File: config.mk
export PLATFORM = sky130hd
export DESIGN_NAME = step_dir_decoder
export DESIGN_NICKNAME = d
export VERILOG_FILES = /design/src/rtl/step_dir_decoder.sv
export SDC_FILE = /design/constraint.sdc
export NUM_CORES = 1
export LEC_CHECK = 0
export CAP_MARGIN = 20
export CORE_MARGIN = 10
export CORE_UTILIZATION = 35
export CTS_BUF_LIST = sky130_fd_sc_hd__clkbuf_16
export DETAILED_ROUTE_END_ITERATION = 6
export GPL_TIMING_DRIVEN = 0
export PLACE_DENSITY = 0.56
export SLEW_MARGIN = 0
export SYNTH_ARGS = -nofsm -noshare
export SYNTH_HDL_FRONTEND = slang
export SYNTH_SLANG_ARGS = --single-unit
export TNS_END_PERCENT = 100
File: constraint.sdc
create_clock -name CLK_50MHZ -period 7.7 [get_ports CLK_50MHZ]
set_clock_uncertainty 0.05 [all_clocks]
set_input_delay 0.77 -clock CLK_50MHZ [delete_from_list [all_inputs] [get_ports CLK_50MHZ]]
set_output_delay 0.77 -clock CLK_50MHZ [all_outputs]
set_load 0.01 [all_outputs]
File: src/rtl/step_dir_decoder.sv
// step_dir_decoder: STEP/DIR receiver with glitch filtering, position, step period and move tracking.
// Define STEP_DECODER_DIRERR_EN to build the sticky DIR-vs-STEP protocol checker behind dir_err.

module sdd_sync_filter #(
    parameter int FILTER_LEN = 4
) (
    input  logic clk_i,
    input  logic rst_n_i,
    input  logic raw_i,
    output logic level_o
);
    localparam logic [3:0] LAST_CNT = 4'(FILTER_LEN - 1);

    logic       meta_q;
    logic       sync_q;
    logic       level_q;
    logic [3:0] cnt_q;

    // Level flips only after FILTER_LEN consecutive synchronized samples disagree with it.
    always_ff @(posedge clk_i) begin
        if (!rst_n_i) begin
            meta_q  <= 1'b0;
            sync_q  <= 1'b0;
            level_q <= 1'b0;
            cnt_q   <= '0;
        end else begin
            meta_q <= raw_i;
            sync_q <= meta_q;
            if (sync_q == level_q) begin
                cnt_q <= '0;
            end else if (cnt_q == LAST_CNT) begin
                level_q <= sync_q;
                cnt_q   <= '0;
            end else begin
                cnt_q <= cnt_q + 4'd1;
            end
        end
    end

    assign level_o = level_q;
endmodule

module step_dir_decoder #(
    parameter int FILTER_LEN = 4,
    parameter int PERIOD_W   = 24,
    parameter int TIMEOUT    = 5000000,
    parameter int POS_W      = 32
) (
    input  logic                CLK_50MHZ,
    input  logic                RST_N,
    input  logic                step_in,
    input  logic                dir_in,
    input  logic                clear_pos,
    output logic [POS_W-1:0]    position,
    output logic [PERIOD_W-1:0] step_period,
    output logic                period_valid,
    output logic                moving,
    output logic                move_done,
    output logic [15:0]         move_steps,
    output logic                dir_err
);
    typedef enum logic [1:0] {
        IDLE  = 2'd0,
        FIRST = 2'd1,
        RUN   = 2'd2
    } state_t;

    localparam logic [PERIOD_W-1:0] TO_LAST = PERIOD_W'(TIMEOUT - 1);

    logic                filt_step;
    logic                filt_dir;
    logic                step_prev_q;
    logic                evt_q;
    logic                evt_dir_q;
    logic [PERIOD_W-1:0] per_cnt_q;
    logic [PERIOD_W-1:0] per_inc;
    logic [POS_W-1:0]    pos_q;
    logic [POS_W-1:0]    pos_base;
    logic [POS_W-1:0]    pos_delta;
    logic [PERIOD_W-1:0] period_q;
    logic                period_valid_q;
    logic [15:0]         steps_q;
    logic                move_done_q;
    logic                move_done_d;
    logic                timeout;
    state_t              state_q;
    state_t              state_d;

    sdd_sync_filter #(.FILTER_LEN(FILTER_LEN)) u_step_filt (
        .clk_i   (CLK_50MHZ),
        .rst_n_i (RST_N),
        .raw_i   (step_in),
        .level_o (filt_step)
    );

    sdd_sync_filter #(.FILTER_LEN(FILTER_LEN)) u_dir_filt (
        .clk_i   (CLK_50MHZ),
        .rst_n_i (RST_N),
        .raw_i   (dir_in),
        .level_o (filt_dir)
    );

    assign per_inc   = (&per_cnt_q) ? per_cnt_q : per_cnt_q + PERIOD_W'(1);
    assign timeout   = (per_cnt_q >= TO_LAST);
    // Clear is applied before the coincident step, so the result is exactly +1 or -1.
    assign pos_base  = clear_pos ? '0 : pos_q;
    assign pos_delta = evt_dir_q ? POS_W'(1) : {POS_W{1'b1}};

    always_ff @(posedge CLK_50MHZ) begin
        if (!RST_N) begin
            state_q <= IDLE;
        end else begin
            state_q <= state_d;
        end
    end

    always_comb begin
        state_d     = state_q;
        move_done_d = 1'b0;
        case (state_q)
            IDLE: begin
                if (evt_q) state_d = FIRST;
            end
            FIRST, RUN: begin
                if (evt_q) begin
                    state_d = RUN;
                end else if (timeout) begin
                    state_d     = IDLE;
                    move_done_d = 1'b1;
                end
            end
            default: state_d = IDLE;
        endcase
    end

    always_ff @(posedge CLK_50MHZ) begin
        if (!RST_N) begin
            step_prev_q    <= 1'b0;
            evt_q          <= 1'b0;
            evt_dir_q      <= 1'b0;
            per_cnt_q      <= '0;
            pos_q          <= '0;
            period_q       <= '0;
            period_valid_q <= 1'b0;
            steps_q        <= '0;
            move_done_q    <= 1'b0;
        end else begin
            step_prev_q    <= filt_step;
            evt_q          <= filt_step & ~step_prev_q;
            evt_dir_q      <= filt_dir;
            move_done_q    <= move_done_d;
            period_valid_q <= 1'b0;

            per_cnt_q <= evt_q ? '0 : per_inc;

            if (evt_q) begin
                pos_q <= pos_base + pos_delta;
            end else if (clear_pos) begin
                pos_q <= '0;
            end

            if (evt_q && state_q != IDLE) begin
                period_q       <= per_inc;
                period_valid_q <= 1'b1;
            end

            if (evt_q) begin
                if (state_q == IDLE) begin
                    steps_q <= 16'd1;
                end else if (steps_q != 16'hFFFF) begin
                    steps_q <= steps_q + 16'd1;
                end
            end
        end
    end

`ifdef STEP_DECODER_DIRERR_EN
    localparam logic [3:0] GUARD = 4'(FILTER_LEN);

    logic       dir_prev_q;
    logic [3:0] dir_age_q;
    logic       dir_err_q;
    logic       dir_chg;

    assign dir_chg = (filt_dir != dir_prev_q);

    // dir_age_q counts clocks since the last filtered DIR change, saturating at the guard window.
    always_ff @(posedge CLK_50MHZ) begin
        if (!RST_N) begin
            dir_prev_q <= 1'b0;
            dir_age_q  <= GUARD;
            dir_err_q  <= 1'b0;
        end else begin
            dir_prev_q <= filt_dir;
            if (dir_chg) begin
                dir_age_q <= '0;
            end else if (dir_age_q < GUARD) begin
                dir_age_q <= dir_age_q + 4'd1;
            end
            if ((dir_chg && filt_step) ||
                (filt_step && !step_prev_q && dir_age_q < GUARD)) begin
                dir_err_q <= 1'b1;
            end
        end
    end

    assign dir_err = dir_err_q;
`else
    assign dir_err = 1'b0;
`endif

    assign position     = pos_q;
    assign step_period  = period_q;
    assign period_valid = period_valid_q;
    assign moving       = (state_q != IDLE);
    assign move_done    = move_done_q;
    assign move_steps   = steps_q;
endmodule

# == Word-level counts from Yosys, hierarchy flattened ==
# Index checks and enable logic that the tools add are counted.
# totals
elab_cells,65
reg_bits,117
# op_classes
addsub,5
order_cmp,1
eq_ne,9
n_bitwise,6
n_mux,12
reduce_logical,14
# op_table
cell,n
$mux W32,3
$add A32 B32 Y32,1
$mux W16,2
$add A24 B1 Y24 const B,1
$ge A24 B23 Y1 const B,1
$mux W24,1
$reduce_and A24 Y1,1
$add A16 B1 Y16 const B,1
$ne A16 B16 Y1 const B,1
$reduce_or A3 Y1,3
$add A4 B1 Y4 const B,2
$eq A4 B2 Y1 const B,2
$reduce_and A2 Y1,4
$mux W2,3
$not A1 Y1,5
$pmux W2 S2,1
$reduce_bool A2 Y1,2
$reduce_or A2 Y1,2
$ne A3 B3 Y1 const B,1
$eq A1 B1 Y1,2
$eq A2 B1 Y1 const B,1
$eq A2 B2 Y1 const B,1
$logic_not A2 Y1,1
$mux W1,2
3 further kinds,3

# == Depth between registers and ports, before layout ==
# Gate-level depths: netlist of the first run.
# logic_depth
word_depth,4
ltp_mapped,13

# == By module ==
# A second synthesis of the first run with hierarchy kept.
# hier_totals
hier_cells,757
area_unflattened_um2,6328.6
# by_module_without_submodules
mod,area_each_um2,cells_per_inst,n_inst,seq_area_each_um2
step_dir_decoder,5838.1,711,1,2062.0
sdd_sync_filter,245.2,23,2,140.1

# == Worst setup path after synthesis of the first run ==
# No wires, ideal clock.
# synth_path
kind,input port to flip-flop
start,input port clear_pos
end,"register pos_q[29], in the netlist position[29]"
setup_ps,62
cell_stages,13
arrival_ps,3046
n_path_buf,1
setup_slack_ps,4542
path_cell_list,clkbuf_1 nand2b_1 inv_1 ha_1 nand4b_1 a21oi_2 o2111ai_2 a211oi_2 o2111ai_1 a21oi_2 a21oi_1 or4_1 nand3_1
# synth_between
elab_chain_cells,3
# synth_lines
item,line_no,text
"start, declared",53,"input logic clear_pos,"
$mux W32 (*),-,
$add A32 B32 Y32,157,pos_q <= pos_base + pos_delta;
$mux W32 (*),156,if (evt_q) begin
"end signal, assigned",157,
"end, declared",77,logic [POS_W-1:0] pos_q;
# Every way passes the cells marked *; elsewhere a longest branch is shown, timed or not.
# A chain may end at the register's enable or synchronous reset.

# == Final worst setup path of the first run ==
# layout_path
start,input port clear_pos
end,"register pos_q[28], in the netlist position[28]"
# The elaborated chain is that of the path after synthesis.

==> flow_metrics.env, run 1 <==
export IMPL_ios=81
export IMPL_post_cts_buffers=0
export IMPL_leakage_uw=0.003605
export IMPL_antenna_left=0
export IMPL_hold_path_startpoint="step_prev_q$_SDFF_PN0_"
export IMPL_initial_utilization_pct=35.86
export IMPL_internal_power_uw=1109
export IMPL_cap_violations=0
export IMPL_whs_endpoint="evt_q$_SDFF_PN0_"
export IMPL_drive_gt1_share_pct=5.486
export IMPL_ys_types=62
export IMPL_seqPwrFrac_pct=41.9
export IMPL_min_path_type="register to register"
export IMPL_synth_area_sq_mm=0.006507
export IMPL_setup_tns_ns=0
export IMPL_worst_slew_pin_slew_ns=0.8549
export IMPL_crit_required_ns=7.95
export IMPL_regToRegSetupSlack_ns=4.25
export IMPL_worst_slack_ns=3.620
export IMPL_overflow=0
export IMPL_place_ws_ns=3.222
export IMPL_cp_common_cell="a21oi_1"
export IMPL_setup_viol=0
export IMPL_area_growth_pct=26.34
export IMPL_p_switching_uw=347.8
export IMPL_cp_buffers_inverters=2
export IMPL_crit_type="input port to register"
export IMPL_max_slew_margin_pct=43.01
export IMPL_async_flop_share_pct=0
export IMPL_grt_pass1_vias=5466
export IMPL_wire_per_inst_um=14.94
export IMPL_ys_warnings_count=0
export IMPL_final_util_pct=45.30
export IMPL_ctsHoldBuffers=0
export IMPL_cp_top_family="compound AO/OA/AOI/OAI gates"
export IMPL_n_antenna_cell=0
export IMPL_status="finished, final reports clean"
export IMPL_post_route_min_period_ns=4.080
export IMPL_period_share_pct=52.98
export IMPL_die_area_sq_mm=0.02445
export IMPL_yosysSeqAreaShare_pct=35.99
export IMPL_max_clock_freq_mhz=245.1
export IMPL_core_area_sq_mm=0.01815
export IMPL_clkPwrFrac_pct=56.3
export IMPL_drt_total_wl_mm=16.50
export IMPL_path_cells="clkdlybuf4s50_1 > clkbuf_1 > nor2b_1 > ha_1 > a21oi_1 > o21bai_1 > a21o_1 > a21o_1 > a21oi_1 > a21oi_1 > o211ai_1 > nand2_1 > a221o_1"
export IMPL_gp_congestion=0.8521
export IMPL_avgViaCountPerCell=5.057
export IMPL_end_kind="register"
export IMPL_power_frac_comb_pct=1.8
export IMPL_htree_levels=4
export IMPL_synth_cells=763
export IMPL_cp_slowest_stage_delay_ns=0.67
export IMPL_antenna_found_initial=0
export IMPL_crit_fanout=10
export IMPL_synth_edff_count=0
export IMPL_p_sw_share_pct=23.88
export IMPL_hpwl_mm=12.31
export IMPL_final_hold_violation_count=0
export IMPL_hold_depth=1
export IMPL_path_clk_slew_ns=0.06
export IMPL_syn_area_per_cell_sq_um=8.529
export IMPL_die_height_um=156.4
export IMPL_crit_path_top_delay_cell="clkdlybuf4s50_1"
export IMPL_cts_repair_resize_count=0
export IMPL_routed_via_count=5583
export IMPL_layout_nets=907
export IMPL_grt_pass1_wl_mm=27.59
export IMPL_r2r_start="evt_dir_q$_SDFF_PN0_"
export IMPL_vdd_drop_max_uv=146.6
export IMPL_worstPathArrival_ns=4.33
export IMPL_r2r_end="position[28]$_SDFF_PN0_"
export IMPL_synth_nets=808
export IMPL_grt_max_degree=18
export IMPL_powerDensity_mw_per_mm2=177.1
export IMPL_fillers=1834
export IMPL_worstSkewPairLatency_ns=0.42
export IMPL_rsz0062_at_grt="no"
export IMPL_drt_iter0_markers=234
export IMPL_clock_path_buffers=2
export IMPL_die_w_um=156.4
export IMPL_cp_start_kind="input port"
export IMPL_synthFlopType="dfxtp_1"
export IMPL_cts_tree="built"
export IMPL_drtPass1Iterations=4
export IMPL_synth_seq_cells=117
export IMPL_cts_inserted_buffers=17
export IMPL_port_buffers=79
export IMPL_cts_root_buf="clkbuf_16"
export IMPL_rows=49
export IMPL_route_detailed_drc=0
export IMPL_reg2reg_depth=11
export IMPL_maxSlewViolCount=0
export IMPL_clock_sinks=117
export IMPL_grt_total_usage_pct=13.91
per-stage QoR:
step           area, sq um  power (uW)  instances  hold WS, ns
6_report              8222        1456       1104       0.3370
5_1_grt               8222        1508       1104       0.3612
4_1_cts               8222        1476       1104       0.3432
3_5_place_dp          7612       651.0       1072       0.3335
3_3_place_gp          7585       651.0       1071       0.3254
2_1_floorplan         6507       639.8        763       0.3174
worst max path at each step:
stage          startpoint                 endpoint  slack (ns)  cells after the start
2_1_floorplan   clear_pos  position[29]$_SDFF_PN0_        4.54                     13
3_5_place_dp    clear_pos  position[28]$_SDFF_PN0_        3.22                     13
5_1_grt         clear_pos  position[28]$_SDFF_PN0_        3.23                     13
4_1_cts         clear_pos  position[28]$_SDFF_PN0_        3.64                     13
6_report        clear_pos  position[28]$_SDFF_PN0_        3.62                     13
3_3_place_gp    clear_pos  position[28]$_SDFF_PN0_        3.19                     13
cell families (layout without fill, tap and decap cells):
family,count (synthesis),in the layout,share of synthesized area (%)
adders and majority gates,40,40,7.806
other,1,1,0.05763
buffers and inverters,56,168,3.346
AOI/OAI and AO/OA,150,150,16.59
and+or+nand+nor,317,317,24.75
DFF,117,117,35.99
muxes,22,22,3.384
xor gates and xnor gates,60,60,8.075
placed cells by master, fill, tap and decap left out, types with 4 or more instances in the layout:
cell type | Yosys | routed
a21o_1 | 16 | 16
a21oi_1 | 40 | 40
a31oi_1 | 5 | 5
and2_1 | 15 | 15
and3_1 | 16 | 16
and4_1 | 5 | 5
buf_1 | 5 | 5
clkbuf_1 | 25 | 25
clkbuf_16 | 0 | 17
clkdlybuf4s50_1 | 0 | 79
dfxtp_1 | 117 | 117
ha_1 | 39 | 39
inv_1 | 22 | 22
inv_6 | 0 | 4
inv_8 | 0 | 5
mux2i_1 | 22 | 22
nand2_1 | 74 | 74
nand2b_1 | 5 | 5
nand3_1 | 34 | 34
nand4_1 | 14 | 14
nor2_1 | 74 | 74
nor2b_1 | 57 | 57
o211a_1 | 23 | 23
o211ai_1 | 7 | 7
o21a_1 | 4 | 4
o21ai_0 | 16 | 16
o21ai_1 | 5 | 5
or3_1 | 5 | 5
xnor2_1 | 20 | 20
xor2_1 | 40 | 40
cells in the mapped netlist, types with 2 or more instances:
cell       number  share of area (%)
xor2_1         40                5.4
o21ai_0        16                1.2
a31oi_1         5               0.48
clkbuf_1       25                1.4
a31o_2          2               0.27
or3_1           5               0.48
mux2i_1        22                3.4
a21boi_0        3               0.35
a22o_1          2               0.27
inv_1          22                1.3
nand4_1        14                1.3
o2111ai_1       2               0.27
o21ai_1         5               0.38
a211o_1         2               0.27
a21o_1         16                1.8
buf_2           3               0.23
and3b_1         2               0.27
o211ai_1        7               0.81
o211a_1        23                3.5
ha_1           39                7.5
o21a_1          4               0.46
nor2_1         74                4.3
nand2b_1        5               0.48
and2_1         15                1.4
and4_1          5               0.67
o22ai_1         2               0.19
a21oi_2         3               0.40
o2111a_1        2               0.35
dfxtp_1       117                 36
nand2_1        74                4.3
o21bai_1        3               0.35
nor3_1          3               0.23
a21oi_1        40                3.1
a211oi_1        2               0.23
and3_1         16                1.5
a221o_1         3               0.46
nor2b_1        57                5.5
xnor2_1        20                2.7
nand3_1        34                2.6
and2b_1         3               0.35
buf_1           5               0.29
flip-flops by register name, indices dropped and copies added (netlist names):
register             flops
period_valid             1
u_dir_filt.cnt_q         4
evt_q                    1
move_done                1
u_step_filt.cnt_q        4
u_dir_filt.meta_q        1
u_dir_filt.sync_q        1
evt_dir_q                1
step_prev_q              1
u_step_filt.level_o      1
move_steps              16
u_dir_filt.level_o       1
u_step_filt.sync_q       1
u_step_filt.meta_q       1
position                32
step_period             24
state_q                  2
per_cnt_q               24
power by group through the flow:
| stage | clock network (uW) | logic, uW | registers, uW |
|---|---|---|---|
| after floorplan | 0 | 16.6 | 623 |
| after CTS | 838 | 27.6 | 610 |
| after global placement | 0 | 27.4 | 624 |
| after detailed placement | 0 | 27.4 | 624 |
| after global routing | 867 | 30.4 | 610 |
| final | 819 | 26.8 | 610 |
per-layer routing:
layer  global-route usage (%)  routed length, um  vias to the layer above
li1                         -                  -                     2878
met1                    17.96               8093                     2594
met2                    21.50               7343                       94
met3                    4.386                855                       17
met4                    4.674                206                        0
met5                        0                  0                        -
layout make-up:
type                    instances  area [sq um]  share of cell area (%)
inverters                      22         82.58                   1.004
well taps                     229         286.5                   3.485
clock buffers                  17         425.4                   5.174
flip-flops and latches        117          2342                   28.49
repair buffers                 80         818.3                   9.953
multi-input cells             590          3948                   48.01
plain buffers                  34         135.1                   1.644
clock inverters                15         183.9                   2.237
No activity file was read; power rests on OpenSTA's default activity.
==> run 2, diff against run 1 <==
- clock period: 7.7 -> 4.21 ns (I/O delays scaled with it)
==> results of run 2 <==
Same layout as run 1 (identical final DEF). Status: finished, final reports clean.
Among the figures that moved: setup slack after placement 3.222 ns -> 0.08137 ns; setup slack after layout 3.620 ns -> 0.4793 ns; register-to-register setup slack 4.25 ns -> 0.76 ns; total power 1456 uW -> 2664 uW; worst IR drop on VDD 146.6 uV -> 268.1 uV
